$ cat src/rtl/jogo_memoria_param.sv
// jogo_memoria_param: parametrised sequence-memory game core.
// The game replays a loadable one-hot sequence and checks button presses against it.
// Round r needs r+1 correct plays. The game is won at the round given by limite,
// and each play must arrive within TIMEOUT_CYC cycles.
module jogo_memoria_param #(
  parameter int unsigned NBOT        = 4,
  parameter int unsigned MAXSEQ      = 16,
  parameter int unsigned TIMEOUT_CYC = 5000,
  parameter int unsigned SHOW_CYC    = 1000,
  parameter int unsigned GAP_CYC     = 250,
  localparam int unsigned AW         = (MAXSEQ > 1) ? $clog2(MAXSEQ) : 1
) (
  input  logic            clock,
  input  logic            reset,
  input  logic            jogar,
  input  logic            modo_mostra,
  input  logic [AW-1:0]   limite,
  input  logic [NBOT-1:0] botoes,
  input  logic            carrega,
  input  logic [AW-1:0]   end_carga,
  input  logic [NBOT-1:0] dado_carga,
  output logic [NBOT-1:0] leds,
  output logic            pronto,
  output logic            ganhou,
  output logic            perdeu,
  output logic            db_timeout,
  output logic [3:0]      db_estado,
  output logic [AW-1:0]   db_rodada,
  output logic [AW-1:0]   db_jogada,
  output logic [NBOT-1:0] db_ultima
);

  localparam int unsigned TMAX0 = (TIMEOUT_CYC > SHOW_CYC) ? TIMEOUT_CYC : SHOW_CYC;
  localparam int unsigned TMAX  = (TMAX0 > GAP_CYC) ? TMAX0 : GAP_CYC;
  localparam int unsigned TW    = $clog2(TMAX + 1);

  localparam logic [TW-1:0] TO_LAST   = TW'(TIMEOUT_CYC - 1);
  localparam logic [TW-1:0] SHOW_LAST = TW'(SHOW_CYC - 1);
  localparam logic [TW-1:0] GAP_LAST  = TW'(GAP_CYC - 1);

  typedef enum logic [3:0] {
    StInicial    = 4'd0,
    StPrepara    = 4'd1,
    StMostraLed  = 4'd2,
    StMostraGap  = 4'd3,
    StEspera     = 4'd4,
    StCompara    = 4'd5,
    StProxJogada = 4'd6,
    StProxRodada = 4'd7,
    StFimAcerto  = 4'd8,
    StFimErro    = 4'd9,
    StFimTimeout = 4'd10
  } estado_e;

  estado_e         r_estado;
  logic [NBOT-1:0] r_mem [MAXSEQ];
  logic [NBOT-1:0] r_botoes_q;
  logic [NBOT-1:0] r_ultima;
  logic [AW-1:0]   r_rodada;
  logic [AW-1:0]   r_jogada;
  logic [AW-1:0]   r_limite;
  logic [TW-1:0]   r_timer;
  logic            r_pronto;
  logic            r_ganhou;
  logic            r_perdeu;
  logic            r_timeout;

  logic            w_press;
  logic            w_acerto;
  logic            w_carga_ok;
  logic [AW-1:0]   w_limite;
  logic [NBOT-1:0] w_leds;

  // Clamp only matters when MAXSEQ is not a power of two.
  if ((1 << AW) == MAXSEQ) begin : g_lim_full
    assign w_limite = limite;
  end else begin : g_lim_clamp
    localparam logic [AW-1:0] LimMax = AW'(MAXSEQ - 1);
    assign w_limite = (limite > LimMax) ? LimMax : limite;
  end

  assign w_press    = (botoes != '0) && (r_botoes_q == '0);
  assign w_acerto   = (r_ultima == r_mem[r_jogada]);
  assign w_carga_ok = (r_estado == StInicial) || (r_estado == StFimAcerto) ||
                      (r_estado == StFimErro) || (r_estado == StFimTimeout);

  // Button history for edge detection; runs every cycle so a held button never counts.
  always_ff @(posedge clock) begin
    r_botoes_q <= botoes;
  end

  // Sequence RAM write port; contents survive reset.
  always_ff @(posedge clock) begin
    if (!reset && carrega && w_carga_ok) begin
      r_mem[end_carga] <= dado_carga;
    end
  end

  // Game FSM with its counters and result flags.
  always_ff @(posedge clock) begin
    if (reset) begin
      r_estado  <= StInicial;
      r_ultima  <= '0;
      r_rodada  <= '0;
      r_jogada  <= '0;
      r_limite  <= '0;
      r_timer   <= '0;
      r_pronto  <= 1'b0;
      r_ganhou  <= 1'b0;
      r_perdeu  <= 1'b0;
      r_timeout <= 1'b0;
    end else begin
      case (r_estado)
        StInicial: if (jogar) r_estado <= StPrepara;
        StPrepara: begin
          r_rodada  <= '0;
          r_jogada  <= '0;
          r_timer   <= '0;
          r_pronto  <= 1'b0;
          r_ganhou  <= 1'b0;
          r_perdeu  <= 1'b0;
          r_timeout <= 1'b0;
          r_limite  <= w_limite;
          r_estado  <= modo_mostra ? StMostraLed : StEspera;
        end
        StMostraLed: begin
          if (r_timer == SHOW_LAST) begin
            r_timer  <= '0;
            r_estado <= StMostraGap;
          end else begin
            r_timer <= r_timer + TW'(1);
          end
        end
        StMostraGap: begin
          if (r_timer == GAP_LAST) begin
            r_timer <= '0;
            if (r_jogada < r_rodada) begin
              r_jogada <= r_jogada + AW'(1);
              r_estado <= StMostraLed;
            end else begin
              r_jogada <= '0;
              r_estado <= StEspera;
            end
          end else begin
            r_timer <= r_timer + TW'(1);
          end
        end
        StEspera: begin
          // A press in the expiry cycle takes priority over the timeout.
          if (w_press) begin
            r_ultima <= botoes;
            r_timer  <= '0;
            r_estado <= StCompara;
          end else if (r_timer == TO_LAST) begin
            r_timer   <= '0;
            r_pronto  <= 1'b1;
            r_perdeu  <= 1'b1;
            r_timeout <= 1'b1;
            r_estado  <= StFimTimeout;
          end else begin
            r_timer <= r_timer + TW'(1);
          end
        end
        StCompara: begin
          if (!w_acerto) begin
            r_pronto <= 1'b1;
            r_perdeu <= 1'b1;
            r_estado <= StFimErro;
          end else if (r_jogada < r_rodada) begin
            r_estado <= StProxJogada;
          end else if (r_rodada == r_limite) begin
            r_pronto <= 1'b1;
            r_ganhou <= 1'b1;
            r_estado <= StFimAcerto;
          end else begin
            r_estado <= StProxRodada;
          end
        end
        StProxJogada: begin
          r_jogada <= r_jogada + AW'(1);
          r_timer  <= '0;
          r_estado <= StEspera;
        end
        StProxRodada: begin
          r_rodada <= r_rodada + AW'(1);
          r_jogada <= '0;
          r_timer  <= '0;
          r_estado <= modo_mostra ? StMostraLed : StEspera;
        end
        StFimAcerto, StFimErro, StFimTimeout: begin
          if (jogar) begin
            r_pronto  <= 1'b0;
            r_ganhou  <= 1'b0;
            r_perdeu  <= 1'b0;
            r_timeout <= 1'b0;
            r_estado  <= StPrepara;
          end
        end
        default: r_estado <= StInicial;
      endcase
    end
  end

  // LED drive decoded from the registered state; FIM_ERRO shows the expected answer.
  always_comb begin
    w_leds = '0;
    case (r_estado)
      StMostraLed, StFimErro: w_leds = r_mem[r_jogada];
      StFimAcerto:            w_leds = '1;
      default:                w_leds = '0;
    endcase
  end

  assign leds       = w_leds;
  assign pronto     = r_pronto;
  assign ganhou     = r_ganhou;
  assign perdeu     = r_perdeu;
  assign db_timeout = r_timeout;
  assign db_estado  = r_estado;
  assign db_rodada  = r_rodada;
  assign db_jogada  = r_jogada;
  assign db_ultima  = r_ultima;

endmodule
$ cat config.mk
export PLATFORM = sky130hd
export DESIGN_NAME = jogo_memoria_param
export DESIGN_NICKNAME = d
export VERILOG_FILES = /design/src/rtl/jogo_memoria_param.sv
export SDC_FILE = /design/constraint.sdc
export NUM_CORES = 1
export LEC_CHECK = 0
export CELL_PAD_IN_SITES_DETAIL_PLACEMENT = 2
export CELL_PAD_IN_SITES_GLOBAL_PLACEMENT = 2
export CORE_ASPECT_RATIO = 1.25
export CORE_MARGIN = 2
export CORE_UTILIZATION = 35
export CTS_CLUSTER_DIAMETER = 120
export DETAILED_ROUTE_END_ITERATION = 10
export PLACE_DENSITY_LB_ADDON = 0.1
export SLEW_MARGIN = 20
export SYNTH_ARGS = -nofsm -noshare
export SYNTH_HDL_FRONTEND = slang
export SYNTH_SLANG_ARGS = --single-unit
$ cat constraint.sdc
create_clock -name clock -period 2.5 [get_ports clock]
set_input_delay 0.25 -clock clock [delete_from_list [all_inputs] [get_ports clock]]
set_output_delay 0.25 -clock clock [all_outputs]
set_load 0.02 [all_outputs]
* Yosys cells after proc, flatten, opt, wreduce, memory -nomap -nowiden
Memory sizes are Yosys's and may differ from the RTL's. A register that Yosys moved wholly into a read port is not among the register bits. Index checks and enable logic that the tools add are counted.
Word-level totals: RAM bits 64, memories 1, register bits 41, bits of input ports 21
Memories:
- r_mem | words 16, bits a word 4, read ports 1, clocked after Yosys merged registers in 1, write ports 1, line 56 | logic [NBOT-1:0] r_mem [MAXSEQ];
Operators by class: eq/ne operators 28, reductions and logical operators 28, $lt $le $gt $ge 1, mux-type cells 37, add/sub/neg operators 3
Operators with widths (number):
- $mux 13 | 4
- $pmux 13 s4 | 1
- $mux 4 | 12
- $pmux 4 s7 | 1
- $ne 2x2->1 const B | 9
- $eq 4x3->1 const B | 4
- $pmux 4 s2 | 2
- $add 13x1->13 const B | 1
- $eq 13x10->1 const B | 1
- $eq 13x13->1 const B | 1
- $eq 13x8->1 const B | 1
- $eq 4x4->1 const B | 3
- $pmux 4 s3 | 1
- $reduce_bool 4->1 | 3
- $mux 1 | 10
- $reduce_and 5->1 | 2
- $ne 3x3->1 const B | 3
- $reduce_bool 3->1 | 3
- $add 4x1->4 const B | 2
- $eq 4x2->1 const B | 2
- $eq 4x4->1 | 2
- $logic_not 4->1 | 2
- $pmux 1 s4 | 2
- $reduce_and 4->1 | 2
- other kinds (14) | 23

* Depth between registers and ports, before layout
Gate-level depths: netlist of the first run.
word-level depth 7, mapped depth 9, depth with buffers taken out 9

* Worst setup path after synthesis of the first run
OpenSTA, ideal clock, no wires.
path type reg-to-reg, start point register r_estado[3], in the netlist db_estado[3], end point memory r_mem[0][0], enable pin, required time 2.139 ns, cell stages (with the launch flop) 7, arrival 2.178 ns, setup slack -0.040 ns, library setup time 0.361 ns, path buffers 1, cells stage by stage dfxtp_1 clkbuf_1 a21boi_0 o21bai_1 nor3b_1 or3b_2 nor3_1
On the way: word-level cells in the longest chain between the ends 7, elaborated cells on any way between the ends 10
RTL lines:
- start: declaration | line 55 | estado_e r_estado;
- start signal: assignment | line 102 | r_estado <= StInicial;
- start signal: assignment | line 114 | StInicial: if (jogar) r_estado <= StPrepara;
- start signal: assignment | line 124 | r_estado <= modo_mostra ? StMostraLed : StEspera;
- $eq 4x4->1 / $logic_not 4->1 (equally long branches) | line 84 | assign w_carga_ok = (r_estado == StInicial) || (r_estado == StFimAcerto) ||
- $logic_or 1x1->1 (2 in a row) | line 84
- $logic_or 1x1->1 (*) | line 85 | (r_estado == StFimErro) || (r_estado == StFimTimeout);
- $logic_and 1x1->1 (*) | line 94 | if (!reset && carrega && w_carga_ok) begin
- $mux 1 (*) | line 94
- $mux 1 (not written as such) (*) | line 95 | r_mem[end_carga] <= dado_carga;
- end: declaration | line 56
Every way passes the cells marked *; elsewhere a longest branch is shown, timed or not.

==> impl_results.md, run 1 <==
* Clk sinks at 109
* Gr usage total at 19.4%
* Total wire length at 14600 um
* Seq. cell area at 0.00283 mm2
* WL/cell at roughly 20 um
* Fin area at 0.00656 mm2
* Post-synth top flop: edfxtp_1
* Post-DP HPWL at 10800 um
* Min-delay src: botoes[3]
* R2R Path End: pronto
* Static Leakage at between 0.002 and 0.0025 uW
* Filler instances at 1439
* Ports at 45
* Layout area overhead at 29.2%
* Commonest non-fill, non-tap cell in the layout: edfxtp_1
* Kind of critical path: reg2out
* Status: finished, final reports clean
* Util after Layout at 45.9%
* Die span in x at between 100 and 150 um
* Type of origin of the critical path: flop
* Port Buffers at 44
* Non-filler cells, final at 709
* Slew margin rel. at between 50% and 60%
* Nets at between 500 and 600
* Core Region at between 0.01 and 0.015 mm2
* Layout Skew at 0.00943 ns
* Initial antenna violation count at 0
* CP peak stage delay at about 0.50 ns
* Mapped Area at 0.00508 mm2
* R2r worst-path depth at 9
* Hold_buf cts at 0
* Fin. max-slew vios at 0
* Fraction of layout cells with a size suffix above 1 at 24.7%
* Multi-input logic area at 0.00220 mm2
* Number of global-route vias before repair at just over 4000
* First-pass GRT wire length at around 23000 um
* Fmax at roughly 400 MHz
* Crit path DAT at 2.23 ns
* DIE AREA at 0.0155 mm2
* PwrDens at a little under 900 mW/mm2
* Met1 wire length at 6080 um
* Fin. Hold Viols at 0
* DR pass1 iterations at 4
* Register area share after synthesis at approximately 56%
* Final setup vio count at 0
* Slowest CP cell: mux4_2
* Worst Tran Pin Value at ~0.65 ns
* Required time worst endpoint at 2.25 ns
* Cell Area, Placed at 0.00604 mm2
* Cells after DPL at 689
* Initial Utilization at 35.5%
* Min-Delay Path Class: in2reg
* CP max FO at 7
* Hold endpoint: r_botoes_q[3]
* Hold Crit Depth at 1
* Cell internal pwr at 3870 uW
* Unique masters post-synth at 70
* RePlAce Congestion at ~0.81
* Synth warn at 0
* Clk pwr share at around 28%
* Sw Share at between 30% and 40%
* Tcrit/Tclk final at between 90 and 100%
* Worst path cell trace: buf_6, mux4_2, mux2_4, nand2_1, nand2_1, a21oi_2, nor2_1, buf_2
* Site Rows at 49
* DR DRC count at 0
* Maxcap violations at 0
* CTS clk-pin slew, worst paths at 0.08 ns
* Synthesized Nets at between 400 and 500
* CP dominant cell by count: nand2_1
* Syn Area/Cell at 11.9 um2
* Max clock buf depth at 2
* Antenna Nets Post-Route at 0
* CTS Buf Count at 9
* Most frequent cells in the layout: edfxtp_1, buf_4, nor2_1
* Period minus WS final at approximately 2.5 ns
* Worst skew pair latency at 0.37 ns
* DRT iter0 DRCs at 119
* Number of synthesized flops with an enable pin at 64
* Register bit total from synthesis at 109
* Sw Pwr at between 1500 and 2000 uW
* Met2 WL at 7950 um
* Synth Instances at 425
* Congestion Overflow GR at 0
* RSZ-0062 raised after global routing: yes
* Sum Neg Setup Slack at 0 ns
* Top sig layer: met4
* N_diodes at 0
* Combinational power share at 35.5%
* WL met3 at roughly 330 um
* Root buffer cell: clkbuf_16
* Crit. End Element: primary output
* Hold WS at 0.413 ns
* Die height at approximately 140 um
* Maximum VDD drop at 0.000433 V
* Via count at approximately 3700
* CTS tree: built
* Flop pwr share at 36.7%
* Via density at around 5.3
* Register-to-register setup slack at 0.04 ns
* Pin count of the biggest net entering global routing at 21
* FFs w/ async S/R, synth at 0%
* H-tree depth at 3
-- metrics by stage --
stage | power, uW | worst slack, ns
after floorplan | 3290 | 0.102
after detailed placement | 4070 | -0.218
after global routing | 6130 | -0.0813
final | 5820 | 0.0153
after global placement | 4000 | -0.182
after CTS | 5740 | -0.00743
-- power groups by stage --
| stage | Sequential [uW] | Clock (uW) | Combinational (uW) |
|---|---|---|---|
| final | 2130 | 1620 | 2070 |
| after global routing | 2150 | 1720 | 2260 |
| after CTS | 2140 | 1670 | 1930 |
| after detailed placement | 2170 | 0 | 1890 |
| after global placement | 2170 | 0 | 1830 |
| after floorplan | 2170 | 0 | 1120 |
-- final cells by class --
| class | instances | share of cell area, % |
|---|---|---|
| flip-flops and latches | 109 | 43.2 |
| repair buffers | 106 | 14.0 |
| clock inverters | 7 | 1.66 |
| inverters | 12 | 0.687 |
| multi-input cells | 288 | 33.6 |
| well taps | 178 | 3.40 |
| clock buffers | 9 | 3.44 |
-- layer usage --
metal  vias up  GRT usage, %
met1      1882          23.4
met2        47          35.1
met3        10          3.10
met4         0          6.30
li1       1793             -
met5         -             0
-- timing repair --
item                       CTS  global route
setup endpoints to repair   17            18
buffers inserted             0             3
gates cloned                 0             1
gates resized for setup     31            20
pin swaps                    2             6
-- critical path, delay by kind of cell, from the launching register on --
family,cells,cell delay [ns]
buffers and inverters,2,0.30
muxes,2,0.80
AOI/OAI and AO/OA,1,0.15
DFF,1,0.43
and+or+nand+nor,3,0.19
-- registers in the layout, summed over array words and instances (netlist names), named ones only --
register / flops
db_rodada: 4
ganhou: 1
r_limite: 4
r_timer: 13
r_botoes_q: 4
db_timeout: 1
db_ultima: 4
db_estado: 4
db_jogada: 4
r_mem: 64
perdeu: 1
pronto: 1
-- cell families after synthesis --
logic type	share of synthesized area [%]
compound gates	10.5
xor+xnor	3.80
fa+ha+maj	1.73
buf+inv	3.57
flops	55.6
mux	9.29
simple gates	15.5
-- how the worst max path moves through the flow --
stage                       from     endpoint  slack [ns]  cells after the start
floorplan           db_estado[3]  r_mem[0][0]        0.10                      6
global placement            flop      leds[2]       -0.18                      7
detailed placement          flop       pronto       -0.22                      9
CTS                         flop      leds[2]      -0.007                      8
global route                flop      leds[2]       -0.08                      8
finish                      flop      leds[2]        0.02                      8
-- cell usage after synthesis, drive strengths merged, types with 3 or more instances --
master | n | area (um2)
nor2b | 3 | 18.8
nand3b | 3 | 22.5
o31ai | 3 | 22.5
nor2 | 45 | 169
nor3 | 10 | 55.1
o21ai | 9 | 52.6
a21oi | 28 | 140
nand3 | 15 | 75.1
nor4b | 3 | 32.5
a31oi | 3 | 18.8
and3 | 8 | 56.3
or3 | 5 | 31.3
buf | 6 | 47.5
clkbuf | 10 | 88.8
inv | 12 | 45.0
mux2 | 3 | 33.8
mux4 | 13 | 308
xor2 | 10 | 87.6
xnor2 | 12 | 105
a21o | 6 | 46.3
mux2i | 13 | 130
nand2b | 8 | 50.1
and2 | 4 | 25.0
nand4 | 6 | 37.5
ha | 7 | 87.6
dfxtp | 45 | 901
a211oi | 5 | 37.5
a221oi | 3 | 32.5
nand2 | 30 | 113
edfxtp | 64 | 1920
nor4 | 3 | 18.8
No activity file was read; power rests on OpenSTA's default activity.
==> run 2: changes to the inputs <==
==> constraint.sdc (replaced) <==
create_clock -name clock -period 2.5 [get_ports clock]
set_input_delay 0.5 -clock clock [delete_from_list [all_inputs] [get_ports clock]]
set_output_delay 0.5 -clock clock [all_outputs]
set_load 0.02 [all_outputs]
==> run 2 against run 1 <==
  * The run now ends with setup timing left
  * Worst setup slack got worse by 0.22 ns
  * Clock power down 12%
  * Register-to-register slack improved by 0.03 ns
  * Flip-flop and latch count is the same
  * Combinational power about the same
  * Fmax is 8.3% lower
  * Non-clock buffer count rose by 7
  * Sequential share of layout area is essentially flat
  * Hold slack improved by 0.062 ns
  * Routed wire length decreased by 1.5%
  * Power decreased by 3.3%
  * First-iteration DRC count shrank 25%
==> impl_results.md, run 2 (synthesized netlist as in run 1, its figures left out) <==
* Via density at 5.23 (-0.63%)
* Regs by FF count: r_mem x64, r_timer x13
* PwrDens at 858 mW/mm2 (-3.3%)
* Crit path DAT at 2.21 ns (-0.02 ns)
* Total wire length at 14300 um (-1.5%)
* Slew margin rel. at 52.8% (-3.7 points)
* Layout area overhead at 29.1% (about the same)
* N_diodes at 0 (unchanged)
* Final setup vio count at 4 (+4)
* Multi-input logic area at 0.00219 mm2 (-0.62%)
* Core Region at 0.0143 mm2 (unchanged)
* Min-Delay Path Class: reg2reg
* Type of origin of the critical path: flop
* Sw Share at 34.5% (+1.0 points)
* CTS Buf Count at 9 (unchanged)
* Maximum VDD drop at 0.000488 V (+13%)
* Fraction of layout cells with a size suffix above 1 at 26.0% (+1.4 points)
* Worst path cell trace: buf_8, mux4_2, mux2_4, nand2_2, nand2_2, a21oi_2, nor2_1, buf_4
* Status: finished with violations
* Die span in x at 112 um (unchanged)
* CTS tree: built
* Initial antenna violation count at 0 (unchanged)
* Site Rows at 49 (unchanged)
* Filler instances at 1437 (-0.14%)
* Port Buffers at 44 (unchanged)
* CTS clk-pin slew, worst paths at 0.07 ns (about the same)
* CP max FO at 6 (-1)
* Period minus WS final at 2.71 ns (+0.225 ns)
* Combinational power share at 36.7% (+1.2 points)
* Cell internal pwr at 3680 uW (-4.8%)
* CP peak stage delay at 0.52 ns (+0.02 ns)
* Worst Tran Pin Value at 0.700 ns (+0.0503 ns)
* Commonest non-fill, non-tap cell in the layout: buf_4
* CP dominant cell by count: nand2_2
* Fin. max-slew vios at 0 (unchanged)
* Pin count of the biggest net entering global routing at 21 (unchanged)
* DR pass1 iterations at 4 (unchanged)
* Antenna Nets Post-Route at 0 (unchanged)
* Worst skew pair latency at 0.36 ns (about the same)
* Root buffer cell: clkbuf_16
* RSZ-0062 raised after global routing: yes
* Number of global-route vias before repair at 4135 (+2.5%)
* Pwr Total at 5620 uW (-3.3%)
* Clk pwr share at 25.3% (-2.5 points)
* Clk sinks at 109 (unchanged)
* DR DRC count at 0 (unchanged)
* Slowest CP cell: mux4_2
* WL/cell at 20.0 um (-2.5%)
* Seq. cell area at 0.00283 mm2 (unchanged)
* Ports at 45 (unchanged)
* Failing checks: setup timing
* First-pass GRT wire length at 22900 um (-0.78%)
* Gr usage total at 19.2% (-0.17 points)
* Via count at 3745 (+0.35%)
* Hold_buf cts at 0 (unchanged)
* DRT iter0 DRCs at 89 (-25%)
* Static Leakage at 0.00230 uW (+0.40%)
* Sw Pwr at 1940 uW (-0.39%)
* Post-DP HPWL at 11100 um (+2.5%)
* Setup ws final at -0.209 ns (-0.225 ns)
* Initial Utilization at 35.5% (unchanged)
* Fin. Hold Viols at 0 (unchanged)
* Fmax at 369 MHz (-8.3%)
* Kind of critical path: reg2out
* Sum Neg Setup Slack at -0.703 ns (-0.703 ns)
* Biggest register: r_mem
* Worst Path Buf+Inv at 2 (unchanged)
* Nets at 561 (+1.3%)
* Crit. End Element: primary output
* DIE AREA at 0.0155 mm2 (unchanged)
* Largest register FFs at 64 (unchanged)
* Required time worst endpoint at 2.00 ns (-0.25 ns)
* Tcrit/Tclk final at 108% (+9.0 points)
* Die height at 139 um (unchanged)
* Flop pwr share at 38.0% (+1.3 points)
* RePlAce Congestion at 0.814 (about the same)
* Layout Skew at 0.00702 ns (-0.00242 ns)
* Max clock buf depth at 2 (unchanged)
* CP delay by family, top: multiplexers
* Maxcap violations at 0 (unchanged)
* H-tree depth at 3 (unchanged)
* Most frequent cells in the layout: buf_4, edfxtp_1, nor2_1
* Congestion Overflow GR at 0 (unchanged)
run 2: cell types whose count changed in the layout (fill, tap and decap cells not counted), sizes merged:
cell,before,now
bufinv,2,0
buf,65,73
inv,16,17
run 2: metal layers:
layer / global-route usage (%) / up-vias / routed length (um)
met5: 0 / - / 0
met4: 7.54 / 0 / 381
met3: 3.41 / 21 / 415
met2: 35.6 / 63 / 7880
met1: 21.6 / 1861 / 5660
li1: - / 1800 / -
run 2: power groups by stage:
stage	registers, uW	clock network [uW]	logic, uW
global route	2160	1520	2240
finish	2140	1420	2060
CTS	2150	1460	1930
floorplan	2170	0	1120
global placement	2180	0	1840
detailed placement	2190	0	1900
run 2: worst register-to-register path: cells and delay by family, from the launching register on:
kind                   cells  cell delay (ns)
muxes                      2             0.81
buffers and inverters      2             0.29
DFF                        1             0.39
and+or+nand+nor            1             0.22
AOI/OAI and AO/OA          4             0.64
run 2: final timing paths:
path	from	end	slack [ns]	cells past startpoint
hold reg to reg	perdeu	perdeu	0.48	2
setup / recovery	flop	leds[2]	-0.21	8
setup reg to reg	flop	db_estado[3]	0.07	9
hold / removal	perdeu	perdeu	0.48	2
run 2: what timing repair did:
action | 4_1_cts | 5_1_grt
resized for setup | 34 | 24
pin swaps | 6 | 8
setup buffers | 1 | 5
gates cloned | 0 | 0
endpoints found under the setup margin | 11 | 15
run 2: area by class of cell:
class / instances / share of cell area, %
clock inverters: 6 / 0.879
multi-input cells: 288 / 33.4
inverters: 12 / 0.688
flip-flops and latches: 109 / 43.2
clock buffers: 10 / 3.50
well taps: 178 / 3.40
repair buffers: 113 / 14.9
run 2: stage by stage:
stage	setup WS (ns)	util [%]	instances	hold WS, ns	instance area (um2)
after floorplan	0.102	-	425	0.449	5080
after detailed placement	-0.470	42.7	695	0.474	6100
after CTS	-0.246	44.9	712	0.486	6420
after global routing	-0.284	45.9	716	0.515	6550
final	-0.209	45.9	716	0.475	6550
after global placement	-0.430	42.7	695	0.464	6100
==> run 3: changes to the inputs <==
--- a/config.mk
+++ b/config.mk
@@ -9,10 +9,12 @@
 export CELL_PAD_IN_SITES_GLOBAL_PLACEMENT = 2
 export CORE_ASPECT_RATIO = 1.25
 export CORE_MARGIN = 2
-export CORE_UTILIZATION = 35
+export CORE_UTILIZATION = 37
+export CTS_BUF_LIST = sky130_fd_sc_hd__clkbuf_8
 export CTS_CLUSTER_DIAMETER = 120
 export DETAILED_ROUTE_END_ITERATION = 10
 export PLACE_DENSITY_LB_ADDON = 0.1
+export SKIP_LAST_GASP = 1
 export SLEW_MARGIN = 20
 export SYNTH_ARGS = -nofsm -noshare
 export SYNTH_HDL_FRONTEND = slang
==> run 3 against run 2 <==
  * Sequential share of layout area grew 0.46 points
  * Fmax decreased by 1.3%
  * Flip-flop and latch count did not move
  * Die area shrank 5.2%
  * Combinational power up 7%
  * Largest cell class unchanged
  * Utilization up 2.7 points
  * Register-to-register slack worse by 0.07 ns
  * Power down 1.7%
  * Clock skew up 0.0090 ns
  * Routed wire length rose by 1.4%
  * The run still ends with setup timing left
  * Hold slack gained 0.0059 ns
  * Critical path type unchanged
==> impl_results.md, run 3 (synthesized netlist as in run 1, its figures left out) <==
* Status: finished with violations
* Worst Tran Pin Value at 0.755 ns (+0.0543 ns)
* GRT busiest layer: met2
* Fin. max-slew vios at 0 (unchanged)
* Pin count of the biggest net entering global routing at 23 (+9.5%)
* Met1 usage at 23.8% (+2.2 points)
* Layout Skew at 0.0160 ns (+0.00900 ns)
* Filler instances at 1356 (-5.6%)
* Root buffer cell: clkbuf_8
* Period minus WS final at 2.75 ns (+0.0358 ns)
* Worst skew pair latency at 0.40 ns (+0.04 ns)
* RePlAce Congestion at 0.835 (+2.5%)
* CP dominant cell by count: buf_12
* Total wire length at 14500 um (+1.4%)
* Maximum VDD drop at 0.000453 V (-7.0%)
* Type of origin of the critical path: flop
* Static Leakage at 0.00227 uW (-0.91%)
* DR DRC count at 0 (unchanged)
* Gr usage total at 20.8% (+1.7 points)
* Port Buffers at 44 (unchanged)
* CTS tree: built
* Required time worst endpoint at 2.00 ns (about the same)
* Fin. Hold Viols at 0 (unchanged)
* Post-DP HPWL at 11100 um (+0.47%)
* Kind of critical path: reg2out
* Via density at 5.35 (+2.4%)
* Most frequent cells in the layout: buf_4, edfxtp_1, nor2_1
* Min-Delay Path Class: reg2reg
* Non-filler cells, final at 707 (-1.3%)
* Max clock buf depth at 2 (unchanged)
* Nets at 559 (-0.36%)
* Crit path DAT at 2.25 ns (+0.04 ns)
* Ports at 45 (unchanged)
* Hold WS at 0.481 ns (+0.00586 ns)
* Cells after DPL at 687 (-1.2%)
* CTS clk-pin slew, worst paths at 0.11 ns (+0.04 ns)
* R2r worst-path depth at 9 (unchanged)
* Commonest non-fill, non-tap cell in the layout: buf_4
* Hold_buf cts at 0 (unchanged)
* Biggest register: r_mem
* WL/cell at 20.6 um (+2.7%)
* Core Region at 0.0133 mm2 (-6.6%)
* Register-to-register setup slack at 0 ns (-0.07 ns)
* Via count at 3785 (+1.1%)
* Fraction of layout cells with a size suffix above 1 at 27.1% (+1.0 points)
* Slowest CP cell: mux4_2
* CTS Buf Count at 9 (unchanged)
* Cell Area, Placed at 0.00612 mm2 (+0.35%)
* CP delay by family, top: multiplexers
* Worst path cell trace: buf_12, buf_12, mux2i_1, mux4_2, o21ai_2, a21oi_2, nor2_1, buf_4
* Regs by FF count: r_mem x64, r_timer x13
* Sum Neg Setup Slack at -0.872 ns (-0.169 ns)
* Clk sinks at 109 (unchanged)
* DR pass1 iterations at 4 (unchanged)
* Initial antenna violation count at 0 (unchanged)
* Antenna Nets Post-Route at 0 (unchanged)
* Die span in x at 109 um (-2.6%)
* DRT iter0 DRCs at 99 (+11%)
* Site Rows at 47 (-4.1%)
* R2R Path End: db_estado[3]
* Congestion Overflow GR at 0 (unchanged)
* Met3 Track Usage GR at 3.14% (-0.27 points)
* RSZ-0062 raised after global routing: yes
* Slew margin rel. at 49.1% (-3.7 points)
* Number of global-route vias before repair at 4115 (-0.48%)
* Initial Utilization at 38.0% (+2.5 points)
* Tcrit/Tclk final at 110% (+1.4 points)
* Multi-input logic area at 0.00217 mm2 (-0.91%)
* N_diodes at 0 (unchanged)
* Setup ws final at -0.245 ns (-0.0358 ns)
* CP max FO at 5 (-1)
* Maxcap violations at 0 (unchanged)
* Crit. End Element: primary output
* Hold endpoint: pronto
* Min-delay src: pronto
* Fin area at 0.00648 mm2 (-1.1%)
* CP peak stage delay at 0.54 ns (+0.02 ns)
* First-pass GRT wire length at 22700 um (-0.72%)
* Hold Crit Depth at 2 (unchanged)
* Met2 usage at 38.9% (+3.3 points)
* Die height at 135 um (-2.7%)
* DIE AREA at 0.0147 mm2 (-5.2%)
* Failing checks: setup timing
* Largest register FFs at 64 (unchanged)
* Seq. cell area at 0.00283 mm2 (unchanged)
* PwrDens at 852 mW/mm2 (-0.69%)
* Fmax at 364 MHz (-1.3%)
* Final setup vio count at 4 (unchanged)
* Layout area overhead at 27.7%
* Worst Path Buf+Inv at 3 (+1)
* H-tree depth at 3 (unchanged)
-- run 3: how the worst max path moves through the flow --
| stage | end | cells after the start | slack (ns) |
|---|---|---|---|
| 2_1_floorplan | r_mem[0][0] | 6 | 0.10 |
| 3_3_place_gp | leds[3] | 7 | -0.36 |
| 3_5_place_dp | leds[1] | 8 | -0.46 |
| 4_1_cts | leds[1] | 9 | -0.30 |
| 5_1_grt | leds[1] | 9 | -0.35 |
| 6_report | leds[1] | 8 | -0.25 |
-- run 3: worst reg2reg max path, cell delays in order (launching register included) --
cell,delay (ns)
dfxtp_4,0.39
buf_12,0.12
mux4_2,0.50
mux2_4,0.30
buf_4,0.14
and3_2,0.20
o21ai_2,0.18
a21o_2,0.21
o21ai_4,0.09
a221oi_2,0.28
-- run 3: power by group --
part / internal [uW] / switching (uW) / leakage (uW) / total (uW)
clock network: 505 / 698 / 0.000115 / 1200
registers: 2010 / 114 / 0.000944 / 2120
logic: 1040 / 1160 / 0.00121 / 2200
-- run 3: area by class of cell --
cell class,instances,area share [%]
tap,171,3.30
multi-input combinational,288,33.4
clock buffer,9,1.91
timing repair buffer,111,15.3
clock inverter,7,1.62
inverter,12,0.695
sequential,109,43.7
-- run 3: per-stage QoR --
step                      total power [uW]  util, %  setup WS [ns]
after floorplan                       3290        -          0.102
after global placement                4110     45.9         -0.365
after detailed placement              4200     45.9         -0.459
after CTS                             5490     47.9         -0.301
after global routing                  5820     48.6         -0.348
final                                 5530     48.6         -0.245
-- run 3: repair_timing --
item	in CTS	in global routing
resized for setup	41	20
setup buffers	2	2
pin swaps	4	10
endpoints found under the setup margin	10	17
-- run 3: metal layers --
layer / wire length [um] / vias to the layer above
met5: 0 / -
met3: 404 / 19
met4: 274 / 0
met2: 7990 / 66
li1: - / 1785
met1: 5880 / 1915
